**src/rtl/linia_fifo.sv**
```systemverilog
// Register-array FIFO that sits after a source with no backpressure.
// Words that arrive while the queue is full are dropped, and the sticky ovf flag records the loss.
module linia_fifo #(
  parameter int N     = 2,
  parameter int DEPTH = 4,
  parameter int CW    = $clog2(DEPTH + 1)
) (
  input  logic          clk,
  input  logic          rst_n,
  input  logic          clr,
  input  logic [N-1:0]  idata,
  input  logic          ivalid,
  output logic [N-1:0]  odata,
  output logic          ovalid,
  input  logic          oready,
  output logic [CW-1:0] count,
  output logic          full,
  output logic          ovf
);

  localparam int AW = $clog2(DEPTH);

  logic [N-1:0]  mem [DEPTH];
  logic [AW-1:0] wr_ptr_reg;
  logic [AW-1:0] rd_ptr_reg;
  logic [CW-1:0] count_reg;
  logic          ovf_reg;
  logic          rd;
  logic          wr;
  logic          drop;

  assign full   = (count_reg == CW'(DEPTH));
  assign ovalid = (count_reg != '0);
  assign rd     = ovalid & oready;
  // A pop in the same cycle frees a slot, so a full queue can still accept a word.
  assign wr     = ivalid & (~full | rd);
  assign drop   = ivalid & full & ~rd;
  assign odata  = mem[rd_ptr_reg];
  assign count  = count_reg;
  assign ovf    = ovf_reg;

  // Storage has no reset. A stale word cannot appear, because ovalid depends only on count.
  always_ff @(posedge clk) begin
    if (wr && !clr) begin
      mem[wr_ptr_reg] <= idata;
    end
  end

  always_ff @(posedge clk or negedge rst_n) begin
    if (!rst_n) begin
      wr_ptr_reg <= '0;
      rd_ptr_reg <= '0;
      count_reg  <= '0;
      ovf_reg    <= 1'b0;
    end else if (clr) begin
      wr_ptr_reg <= '0;
      rd_ptr_reg <= '0;
      count_reg  <= '0;
      ovf_reg    <= 1'b0;
    end else begin
      // DEPTH is a power of two, so the natural wrap of the pointer width gives the modulo.
      if (wr) wr_ptr_reg <= wr_ptr_reg + AW'(1);
      if (rd) rd_ptr_reg <= rd_ptr_reg + AW'(1);
      case ({wr, rd})
        2'b10:   count_reg <= count_reg + CW'(1);
        2'b01:   count_reg <= count_reg - CW'(1);
        default: count_reg <= count_reg;
      endcase
      if (drop) ovf_reg <= 1'b1;
    end
  end

endmodule

```
**config.mk**
```make
export PLATFORM = sky130hd
export DESIGN_NAME = linia_fifo
export DESIGN_NICKNAME = d
export VERILOG_FILES = /design/src/rtl/linia_fifo.sv
export SDC_FILE = /design/constraint.sdc
export NUM_CORES = 1
export LEC_CHECK = 0
export CAP_MARGIN = 10
export CORE_MARGIN = 3
export CORE_UTILIZATION = 55
export DETAILED_ROUTE_END_ITERATION = 8
export GPL_TIMING_DRIVEN = 0
export PLACE_DENSITY_LB_ADDON = 0.25
export SLEW_MARGIN = 20
export SYNTH_ARGS = -nofsm -noshare
export SYNTH_HDL_FRONTEND = slang
export SYNTH_SLANG_ARGS = --single-unit
export TNS_END_PERCENT = 10
```
**constraint.sdc**
```tcl
create_clock -name clk -period 4.9 [get_ports clk]
set_input_delay 0.98 -clock clk [delete_from_list [all_inputs] [get_ports clk]]
set_output_delay 0.98 -clock clk [all_outputs]
set_load 0.05 [all_outputs]
```
### After elaboration in Yosys (flattened, before gate mapping)

Memories as Yosys holds them, arrays and structs flattened.
Cells that the tools add are included.

* flip-flop bits (word level): 8
* RAM bits: 8
* input bits: 7
* output and inout port bits: 8
* logic and storage cells: 36
* memories: 1

* add/sub/neg operators: 4
* equality and inequality tests: 3
* multiplexer cells: 10
* bitwise operators: 7
* reductions and logical operators: 7

Memories
* mem: words 4, bits a word 2, rd ports 1, clocked after Yosys merged registers in 0, wr ports 1, RTL line 23 `logic [N-1:0] mem [DEPTH];`

Operators by type and width (number)
* $mux 2: 4
* $pmux 3 s2: 1
* $reduce_bool 2->1: 3
* $reduce_bool 3->1: 2
* $add 2x1->2 const B: 2
* $and 1x1->1: 4
* $mux 1: 4
* $add 3x1->3 const B: 1
* $eq 3x3->1 const B: 1
* $mux 3: 1
* $sub 3x1->3 const B: 1
* $eq 2x1->1 const B: 1
* $eq 2x2->1 const B: 1
* $not 1->1: 2
* $logic_and 1x1->1: 1
* $logic_not 1->1: 1
* $or 1x1->1: 1

### Logic depth before layout (Yosys ltp)

* word-level depth: 7
* gate-level depth with buffers: 7
* depth with buffers taken out: 6

### Worst setup path before layout

No wires, ideal clock.

* path kind: register to register
* start point: register count_reg[1] (netlist: count[1])
* end point: register count_reg[2] (netlist: count[2])
* setup time: 0.101 ns
* data arrival time: 2.548 ns
* data required time: 4.799 ns
* slack: 2.251 ns
* stages on the path, launching flop included: 7
* path buffers: 1
* period minus slack after synthesis: 2.649 ns
* cells stage by stage: dfrtp_1 > buf_6 > or3_1 > nor2b_1 > fa_1 > o31a_1 > o311ai_2

* cells in the longest elaborated chain, start to end: 7
* elaborated cells between the ends (all ways): 13
* those cells by class: add/sub (2); eq/ne (3); mux (2); bitwise (4); reduce/logical (2)

RTL lines
* start: declaration: RTL line 26 `logic [CW-1:0] count_reg;`
* start signal: assignment: RTL line 65 `2'b10: count_reg <= count_reg + CW'(1);`
* start signal: assignment: RTL line 66 `2'b01: count_reg <= count_reg - CW'(1);`
* start signal: assignment: RTL line 67 `default: count_reg <= count_reg;`
* $reduce_bool 3->1 *: RTL line 33 `assign ovalid = (count_reg != '0);`
* net ovalid: RTL line 14 `output logic ovalid,`
* $and 1x1->1 *: RTL line 34 `assign rd = ovalid & oready;`
* $or 1x1->1: RTL line 36 `assign wr = ivalid & (~full | rd);`
* $and 1x1->1: RTL line 36
* $eq 2x1->1 / $eq 2x2->1 (equally long branches): RTL line 64 `case ({wr, rd})`
* $pmux 3 s2: RTL line 64
* $mux 3: RTL line 55 `end else if (clr) begin`

The timed path passes the listed nets; every way through them passes the cells marked *.
A chain may end at the register's enable or synchronous reset.

### Worst setup path in the final report

* start point: register count_reg[0] (netlist: count[0])
* end point: output port full

* cells in the longest elaborated chain, start to end: 1

RTL lines
* $eq 3x3->1: RTL line 32 `assign full = (count_reg == CW'(DEPTH));`
* end: declaration: RTL line 17 `output logic full,`

Every way passes these cells.

==> impl_metrics.ini <==
[clock_tree]
cts-root-buf = clkbuf_4
cts-htree-levels = 1
numCtsBuffers = 3
postCtsSetupRepairBufs = 0
clkLatencyLatePin_ps = 290
cts_buffer_depth = 2
cts_hold_buf = 0
cts_resized = 0
clk_pin_slew_ps = 100
clock_sinks = 16
cts_tree = done

[critical_path]
cp_cell_sequence = buf_4 > nor2_1 > and2_1 > clkdlybuf4s50_1
worst-setup-path-type = register to output pin
r2r_end = count[2]
crit_path_top_delay_cell = clkdlybuf4s50_1
critical_path_arrival_ps = 2060
r2r-start = count[0]
cp_top_family = buffers and inverters
r2r_cells = 6
required_ps = 3920
crit_buf_inv = 2
crit_path_max_incr_delay_ps = 790
rrSetupSlack_ps = 2740
worst_setup_path_end_kind = output pin
startpoint = count[0]
worstPathMaxFanout = 9
cp-start-kind = register

[finish]
n_antenna_cell = 0
fin_cells = 109
nets = 106
layout-drive-gt1-share = 0.1828
fin_area_um2 = 1106
area_delta_synth_final_pct = 17.71
multiInputGateArea_um2 = 424.2
largest_register_ffs = 8
post-route-util = 0.7095
nFillCells = 109
regArea_um2 = 440.4

[synth]
synth_mux_area_frac = 0.05992
ys_async_sr_fraction = 0.5000
yosys_most_used_dff = edfxtp_1
synth_top_family_by_area = simple AND/OR/NAND/NOR gates
synth_compound_area_frac = 0.1238
synthAdderAreaFrac = 0.07457
seq_area_frac_synth = 0.4687
yosys_warnings = 0
synth_xor_xnor_area_share = 0.03728
ys_ff_latch = 16
synthesis.nets = 90
yosysUniqueCellTypes = 35
synth_edf_count = 8
synth_cells = 78
syn_area_um2 = 939.7
synth-simple-area-share = 0.1558
syn_area_per_cell_um2 = 12.05

[power_and_ir_drop]
ir_drop_v = 0.0001830
p_leak_nw = 0.4500
power.total_mw = 0.3938
pwr_density_cell_nw_per_um2 = 356.1

[hold_path]
min-delay-start = ovf
hold_class = register to register
min_delay_path_depth = 2
hold_end = ovf

[route]
ant_nets = 0
wl_um = 1703
drcViolationCount = 0
vias = 632
drt_iter0_drc = 19
viasPerCell = 5.798
routedWlPerCell_um = 15.62
first_pass_iters = 4

[die]
rows = 14
die-area_um2 = 2241
die_w_um = 47.34
coreArea_um2 = 1559
initial_core_util = 0.6027
die_h_um = 47.34
io_pins = 15

[sta]
tightest_slew_ps = 498.7
setup_violations = 0
final.setup.tns_ps = 0
rsz0062_at_grt = no
hold_viol = 0
finalCriticalPeriod_ps = 3037
post-route-period-util = 0.6198
slew_viol_final = 0
skew_ps = 7.778
hold-worst-slack_ps = 527.5
fmax_mhz = 329.3
worst_slack_ps = 1863
relSlewSlack = 0.6665

[place]
placedCellCount = 105
pre_cts_ws_ps = 2178
place_area_um2 = 1070
place.gp.congestion = 0.7613
place_hpwl_um = 1333
portBuffers = 11

[global_route]
grt_pass1_wl_um = 2870
grt_pass1_vias = 635
grt_overflow = 0
antenna_found_initial = 0
grt_max_degree = 11
grt_usage = 0.1883

[run_status]
status = finished, final reports clean

[flow_run]
maxCapViolations = 0
cells in the final DEF, fill, tap and decap left out, types with 2 or more instances in the layout:
cell type,Yosys,layout
a21oi_1,3,3
and2_1,5,5
buf_4,3,3
buf_6,2,2
clkbuf_4,0,3
clkdlybuf4s50_1,0,11
dfrtp_1,8,8
edfxtp_1,8,8
ha_1,4,4
inv_1,6,6
mux4_2,2,2
nand3b_1,2,2
nor2_1,7,7
o21ai_1,2,2
or3_1,2,2
xor2_1,3,3
layout make-up:
type	count	share of cell area
plain buffers	6	0.04412
well taps	16	0.01810
multi-input cells	49	0.3835
repair buffers	11	0.09955
inverters	7	0.02376
flip-flops and latches	16	0.3982
clock buffers	4	0.03281
power breakdown:
| part | switching, mW | internal, mW | total [mW] |
|---|---|---|---|
| sequential | 0.0110 | 0.151 | 0.162 |
| combinational | 0.0856 | 0.0586 | 0.144 |
| clock | 0.0423 | 0.0452 | 0.0875 |
| total | 0.139 | 0.255 | 0.394 |
worst max path at each step:
stage | end | slack (ps) | cells after the start
2_1_floorplan | count[2] | 2250 | 6
3_3_place_gp | full | 2190 | 4
3_5_place_dp | full | 2180 | 4
4_1_cts | full | 1850 | 4
5_1_grt | full | 1750 | 4
6_report | full | 1860 | 4
layer usage:
layer | up-vias | track usage | share of wire
li1 | 308 | - | -
met1 | 301 | 0.2446 | 0.43
met2 | 19 | 0.3209 | 0.52
met3 | 4 | 0.02299 | 0.040
met4 | 0 | 0.06630 | 0.014
met5 | - | 0 | 0
cell usage after synthesis, drive strengths merged (2+ instances only):
cell / count / share of area
a21oi: 3 / 0.016
and2: 5 / 0.033
buf: 5 / 0.048
dfrtp: 8 / 0.21
edfxtp: 8 / 0.26
ha: 4 / 0.053
inv: 7 / 0.028
mux4: 2 / 0.048
nand3b: 2 / 0.016
nor2: 7 / 0.028
o21ai: 2 / 0.011
o311ai: 2 / 0.027
or3: 2 / 0.013
xor2: 3 / 0.028
worst min-delay path: stages (launching register included):
cell and delay, ps:
dfrtp_1 360, a41oi_1 50, nor2_1 80
cell families after synthesis:
group                      Yosys count
muxes                                3
AOI/OAI and AO/OA                   15
DFF                                 16
buffers and inverters               13
and+or+nand+nor                     22
adders and majority gates            5
xor gates and xnor gates             4
No activity file was read; power rests on OpenSTA's default activity.
